`src/rtl/wham_display_core.sv`:
```
// Whac-A-Mole 7-segment front end: difficulty digit, clamped score with leading-zero blanking,
// and a millisecond reaction timer. All segment outputs are active-low (common anode).
module wham_display_core #(
   parameter int unsigned CLKS_PER_MS = 50000
) (
   input  logic        clk,
   input  logic        rst_n,
   input  logic        start_evt,
   input  logic        stop_evt,
   input  logic [15:0] score,
   input  logic [2:0]  diff,
   output logic [6:0]  hex0,
   output logic [6:0]  hex1,
   output logic [6:0]  hex2,
   output logic [6:0]  hex3,
   output logic [6:0]  hex4,
   output logic [6:0]  hex5,
   output logic [6:0]  hex6
);

   localparam int unsigned PW = (CLKS_PER_MS > 2) ? $clog2(CLKS_PER_MS) : 1;
   localparam logic [PW-1:0] PRESC_MAX = PW'(CLKS_PER_MS - 1);
   localparam logic [6:0] SEG_BLANK = 7'b1111111;
   localparam logic [6:0] SEG_DASH  = 7'b0111111;
   localparam logic [6:0] MS_MAX    = 7'd99;

   function automatic logic [6:0] seg7(input logic [3:0] d);
      logic [6:0] s;
      case (d)
         4'd0:    s = 7'b1000000;
         4'd1:    s = 7'b1111001;
         4'd2:    s = 7'b0100100;
         4'd3:    s = 7'b0110000;
         4'd4:    s = 7'b0011001;
         4'd5:    s = 7'b0010010;
         4'd6:    s = 7'b0000010;
         4'd7:    s = 7'b1111000;
         4'd8:    s = 7'b0000000;
         4'd9:    s = 7'b0010000;
         default: s = SEG_BLANK;
      endcase
      return s;
   endfunction

   // Difficulty: purely combinational, anything not strictly one-hot shows a dash
   always_comb begin
      hex4 = SEG_DASH;
      case (diff)
         3'b001:  hex4 = seg7(4'd1);
         3'b010:  hex4 = seg7(4'd2);
         3'b100:  hex4 = seg7(4'd3);
         default: hex4 = SEG_DASH;
      endcase
   end

   // Score: clamp to 9999, then shift-add-3 binary to BCD
   logic [13:0] score_sat;
   logic [29:0] dd;
   logic [15:0] bcd;
   logic [6:0]  hex0_d, hex1_d, hex2_d, hex3_d;
   logic [6:0]  hex0_q, hex1_q, hex2_q, hex3_q;

   assign score_sat = (score > 16'd9999) ? 14'd9999 : score[13:0];

   always_comb begin
      dd = {16'd0, score_sat};
      for (int i = 0; i < 14; i++) begin
         for (int j = 0; j < 4; j++) begin
            if (dd[14+4*j +: 4] >= 4'd5) begin
               dd[14+4*j +: 4] = dd[14+4*j +: 4] + 4'd3;
            end
         end
         dd = dd << 1;
      end
      bcd = dd[29:14];
   end

   always_comb begin
      hex0_d = seg7(bcd[3:0]);
      hex1_d = (bcd[15:4] == 12'd0) ? SEG_BLANK : seg7(bcd[7:4]);
      hex2_d = (bcd[15:8] == 8'd0) ? SEG_BLANK : seg7(bcd[11:8]);
      hex3_d = (bcd[15:12] == 4'd0) ? SEG_BLANK : seg7(bcd[15:12]);
   end

   always_ff @(posedge clk or negedge rst_n) begin
      if (!rst_n) begin
         hex0_q <= seg7(4'd0);
         hex1_q <= SEG_BLANK;
         hex2_q <= SEG_BLANK;
         hex3_q <= SEG_BLANK;
      end else begin
         hex0_q <= hex0_d;
         hex1_q <= hex1_d;
         hex2_q <= hex2_d;
         hex3_q <= hex3_d;
      end
   end

   assign hex0 = hex0_q;
   assign hex1 = hex1_q;
   assign hex2 = hex2_q;
   assign hex3 = hex3_q;

   // Reaction timer; start has priority over stop so a coincident pair restarts
   logic          running_q, running_d;
   logic [PW-1:0] presc_q, presc_d;
   logic [6:0]    ms_q, ms_d;
   logic [6:0]    hex5_q, hex6_q;
   logic [3:0]    ms_tens, ms_ones;

   always_comb begin
      running_d = running_q;
      presc_d   = presc_q;
      ms_d      = ms_q;
      if (start_evt) begin
         running_d = 1'b1;
         presc_d   = '0;
         ms_d      = '0;
      end else if (running_q && stop_evt) begin
         running_d = 1'b0;
      end else if (running_q) begin
         if (presc_q == PRESC_MAX) begin
            presc_d = '0;
            if (ms_q < MS_MAX) begin
               ms_d = ms_q + 7'd1;
            end
         end else begin
            presc_d = presc_q + PW'(1);
         end
      end
   end

   // Display registers load from ms_d so digits change on the same edge as the count
   always_comb begin
      ms_tens = 4'd0;
      for (int t = 1; t <= 9; t++) begin
         if (ms_d >= 7'(10 * t)) begin
            ms_tens = 4'(t);
         end
      end
      ms_ones = 4'(ms_d - 7'(10 * ms_tens));
   end

   always_ff @(posedge clk or negedge rst_n) begin
      if (!rst_n) begin
         running_q <= 1'b0;
         presc_q   <= '0;
         ms_q      <= '0;
         hex5_q    <= seg7(4'd0);
         hex6_q    <= SEG_BLANK;
      end else begin
         running_q <= running_d;
         presc_q   <= presc_d;
         ms_q      <= ms_d;
         hex5_q    <= seg7(ms_ones);
         hex6_q    <= (ms_tens == 4'd0) ? SEG_BLANK : seg7(ms_tens);
      end
   end

   assign hex5 = hex5_q;
   assign hex6 = hex6_q;

endmodule

```
`config.mk`:
```
export PLATFORM = sky130hd
export DESIGN_NAME = wham_display_core
export DESIGN_NICKNAME = d
export VERILOG_FILES = /design/src/rtl/wham_display_core.sv
export SDC_FILE = /design/constraint.sdc
export NUM_CORES = 1
export LEC_CHECK = 0
export CAP_MARGIN = 10
export CORE_ASPECT_RATIO = 1.4
export CORE_MARGIN = 2
export CORE_UTILIZATION = 33
export CTS_CLUSTER_SIZE = 12
export DETAILED_ROUTE_END_ITERATION = 10
export SLEW_MARGIN = 15
export SYNTH_ARGS = -nofsm -noshare
export SYNTH_HDL_FRONTEND = slang
export SYNTH_SLANG_ARGS = --single-unit
```
`constraint.sdc`:
```
create_clock -name clk -period 5.1 [get_ports clk]
set_input_delay 1.02 -clock clk [delete_from_list [all_inputs] [get_ports clk]]
set_output_delay 1.02 -clock clk [all_outputs]
set_load 0.05 [all_outputs]
```
==> metrics.yaml <==
run_status:
  status: "finished, violations left"
  failed_checks: "setup timing"
synthesis:
  synth_enable_flop_cells: 0
  synthTopCellsByCount: "nand2_1, nor2_1, ha_1, o21ai_0, inv_1"
  netlist_area_mm2: 0.00798
  synth_cell_types: 106
  synth_ff_type: "dfrtp_1"
  synth.top_cells.by_area: "dfrtp_1, dfstp_2, ha_1"
  ys_ff_latch: 66
  synthCells: 1025
  synth_top_area_share_pct: 11.3
  yosysTopAreaCell: "dfrtp_1"
  yosys_warnings: 0
  syn_avg_cell_area_um2: 7.79
  post-synth-top-count-cell: "nand2_1"
  async_flop_share_pct: 100
  yosysSeqAreaShare_pct: 21.2
final_layout:
  drive_above_1_share_pct: 42.8
  area_growth_pct: 61.8
  final_nets: 1514
  nFillCells: 2214
  final_cells: 1743
  antennaDiodeCount: 0
sta:
  period_minus_slack_ns: 10.44
  finalHoldViolCount: 0
  period_share_pct: 205
  fin_skew_ns: 0.00567
  worst_slack_ns: -5.34
  rsz0062_at_grt: "yes"
  slew_headroom_pct: 41.1
  worst_pin_slew_ns: 0.862
  setup_viol: 28
  drv_slew: 0
  max_freq_ghz: 0.0958
grt:
  grt_max_degree: 67
  grt_pass1_wl_um: 39800
  antenna_found_initial: 0
  track_usage_pct: 18.2
  overflow: 0
  grt_pass1_vias: 9115
floorplanning:
  dieArea_mm2: 0.0255
  io_pins: 72
  row_count: 67
  start_util_pct: 33.4
  die_w_um: 135
  coreArea_mm2: 0.0239
  die_height_um: 188
detailed_routing:
  viasPerCell: 5.24
  num_vias: 9140
  drtIter0Drc: 306
  wl_um: 23900
  wire_per_inst_um: 13.7
  post-route-drc-count: 0
  first_pass_iters: 5
  final_antenna_net_count: 0
critical_path:
  arrival_ns: 10.67
  start_kind: "primary input"
  slowest_delay_ns: 0.52
  crit_top_cell: "ha_4"
  crit_required_ns: 5.34
  critical_path.max_fanout: 6
  crit_type: "in -> reg"
  end_kind: "flop"
  cp_slowest_cell: "or4b_4"
placement:
  portBuffers: 70
  gp_congestion: 0.859
  dp_cells: 1691
  dp_hpwl_um: 18800
clock_tree:
  clock_latency_ns: 0.32
  clk_pin_slew_worst_paths_ns: 0.05
  clock-sinks: 66
  htreeDepth: 3
  cts_root_buf: "clkbuf_16"
  cts_tree: "yes"
  numCtsBuffers: 9
  clockBufferDepth: 2
min_path:
  min_path_type: "reg -> reg"
run:
  cap_violations: 0
==> what timing repair did <==
item	in CTS	in global routing
resized for setup	107	71
endpoints found under the setup margin	28	34
buffers inserted	25	15
gates cloned	0	1
hold buffers	0	0
pin swaps	82	28
==> cells in the final DEF, fill, tap and decap left out, types with 7 or more instances in the layout <==
cell / synthesis / routed
nand4_1: 8 / 8
o21a_1: 8 / 8
and2_1: 18 / 16
dfrtp_1: 36 / 36
nor2b_1: 16 / 13
ha_2: 0 / 11
nand2_2: 1 / 10
xnor2_1: 20 / 15
o31ai_1: 9 / 7
o21ai_0: 61 / 52
nand2b_1: 13 / 11
and3_1: 25 / 23
ha_1: 62 / 30
a21oi_1: 55 / 44
or3_1: 16 / 13
o211ai_1: 11 / 11
clkdlybuf4s50_1: 0 / 64
nor2_2: 2 / 9
nor4_1: 10 / 9
a31oi_1: 22 / 19
nand2_1: 103 / 91
o21ai_1: 10 / 12
mux2_2: 17 / 13
buf_6: 0 / 12
inv_1: 60 / 53
dfstp_2: 30 / 30
mux2i_1: 25 / 23
nand3_1: 31 / 28
a211oi_1: 18 / 12
clkbuf_16: 0 / 9
ha_4: 0 / 21
nor2_1: 98 / 85
a21oi_2: 2 / 12
nor3_1: 27 / 24
a21o_1: 10 / 10
buf_4: 2 / 344
==> state kept, by name (all words and copies together) (netlist names) <==
name,flops
running_q,1
hex6,7
ms_q,7
hex3,7
hex2,7
presc_q,16
hex1,7
hex0,7
hex5,7
==> routing by layer <==
layer | track usage, % | vias up | wire [um]
li1 | - | 4595 | -
met1 | 18.1 | 4334 | 8920
met2 | 38.0 | 156 | 13800
met3 | 1.27 | 55 | 426
met4 | 7.01 | 0 | 680
met5 | 0 | - | 0
==> worst paths after layout <==
check,startpoint,to,slack (ns),cells past startpoint
max in group asynchronous,rst_n,hex5[3],3.69,2
max reg2reg,presc_q[13],hex5[5],0.49,25
min,presc_q[2],presc_q[2],0.50,1
max,score[13],hex1[3],-5.34,58
min reg2reg,presc_q[2],presc_q[2],0.50,1
min in group asynchronous,rst_n,presc_q[12],0.87,2
==> final cells by class <==
type | count | area (um2) | area share [%]
tap | 310 | 388 | 3.00
clock buffer | 14 | 264 | 2.04
multi-input combinational | 861 | 6870 | 53.2
clock inverter | 2 | 35.0 | 0.271
inverter | 64 | 253 | 1.96
timing repair buffer | 426 | 3410 | 26.4
sequential | 66 | 1690 | 13.1
==> critical path, delay by kind of cell <==
kind                       cells  cell delay (ns)
and+or+nand+nor               21             3.17
AOI/OAI and AO/OA             15             3.16
adders and majority gates     11             1.90
buffers and inverters          7             0.67
xor gates and xnor gates       3             0.47
muxes                          1             0.29
==> cells by family after synthesis <==
kind of cell,count (synthesis),share of synthesized area [%]
and+or+nand+nor,411,26.3
AOI/OAI and AO/OA,309,27.9
buffers and inverters,100,4.95
adders and majority gates,66,10.3
DFF,66,21.2
muxes,45,6.16
xor gates and xnor gates,26,3.09
other,2,0.0941
==> per-stage QoR <==
step	utilization, %	setup TNS (ns)	worst slack (ns)	hold WS (ns)	area (um2)
after CTS	52.3	-134.57	-5.35	0.499	12500
after detailed placement	48.7	-166.87	-6.51	0.489	11600
final	54.1	-136.44	-5.34	0.498	12900
after global routing	54.1	-150.13	-5.88	0.542	12900
after global placement	48.7	-159.74	-6.19	0.478	11600
after floorplan	-	-159.71	-6.51	0.450	8350
Power is left out: the tool's default activity adds up to more than one toggle a clock period on the data nets, which glitch-free logic cannot reach.
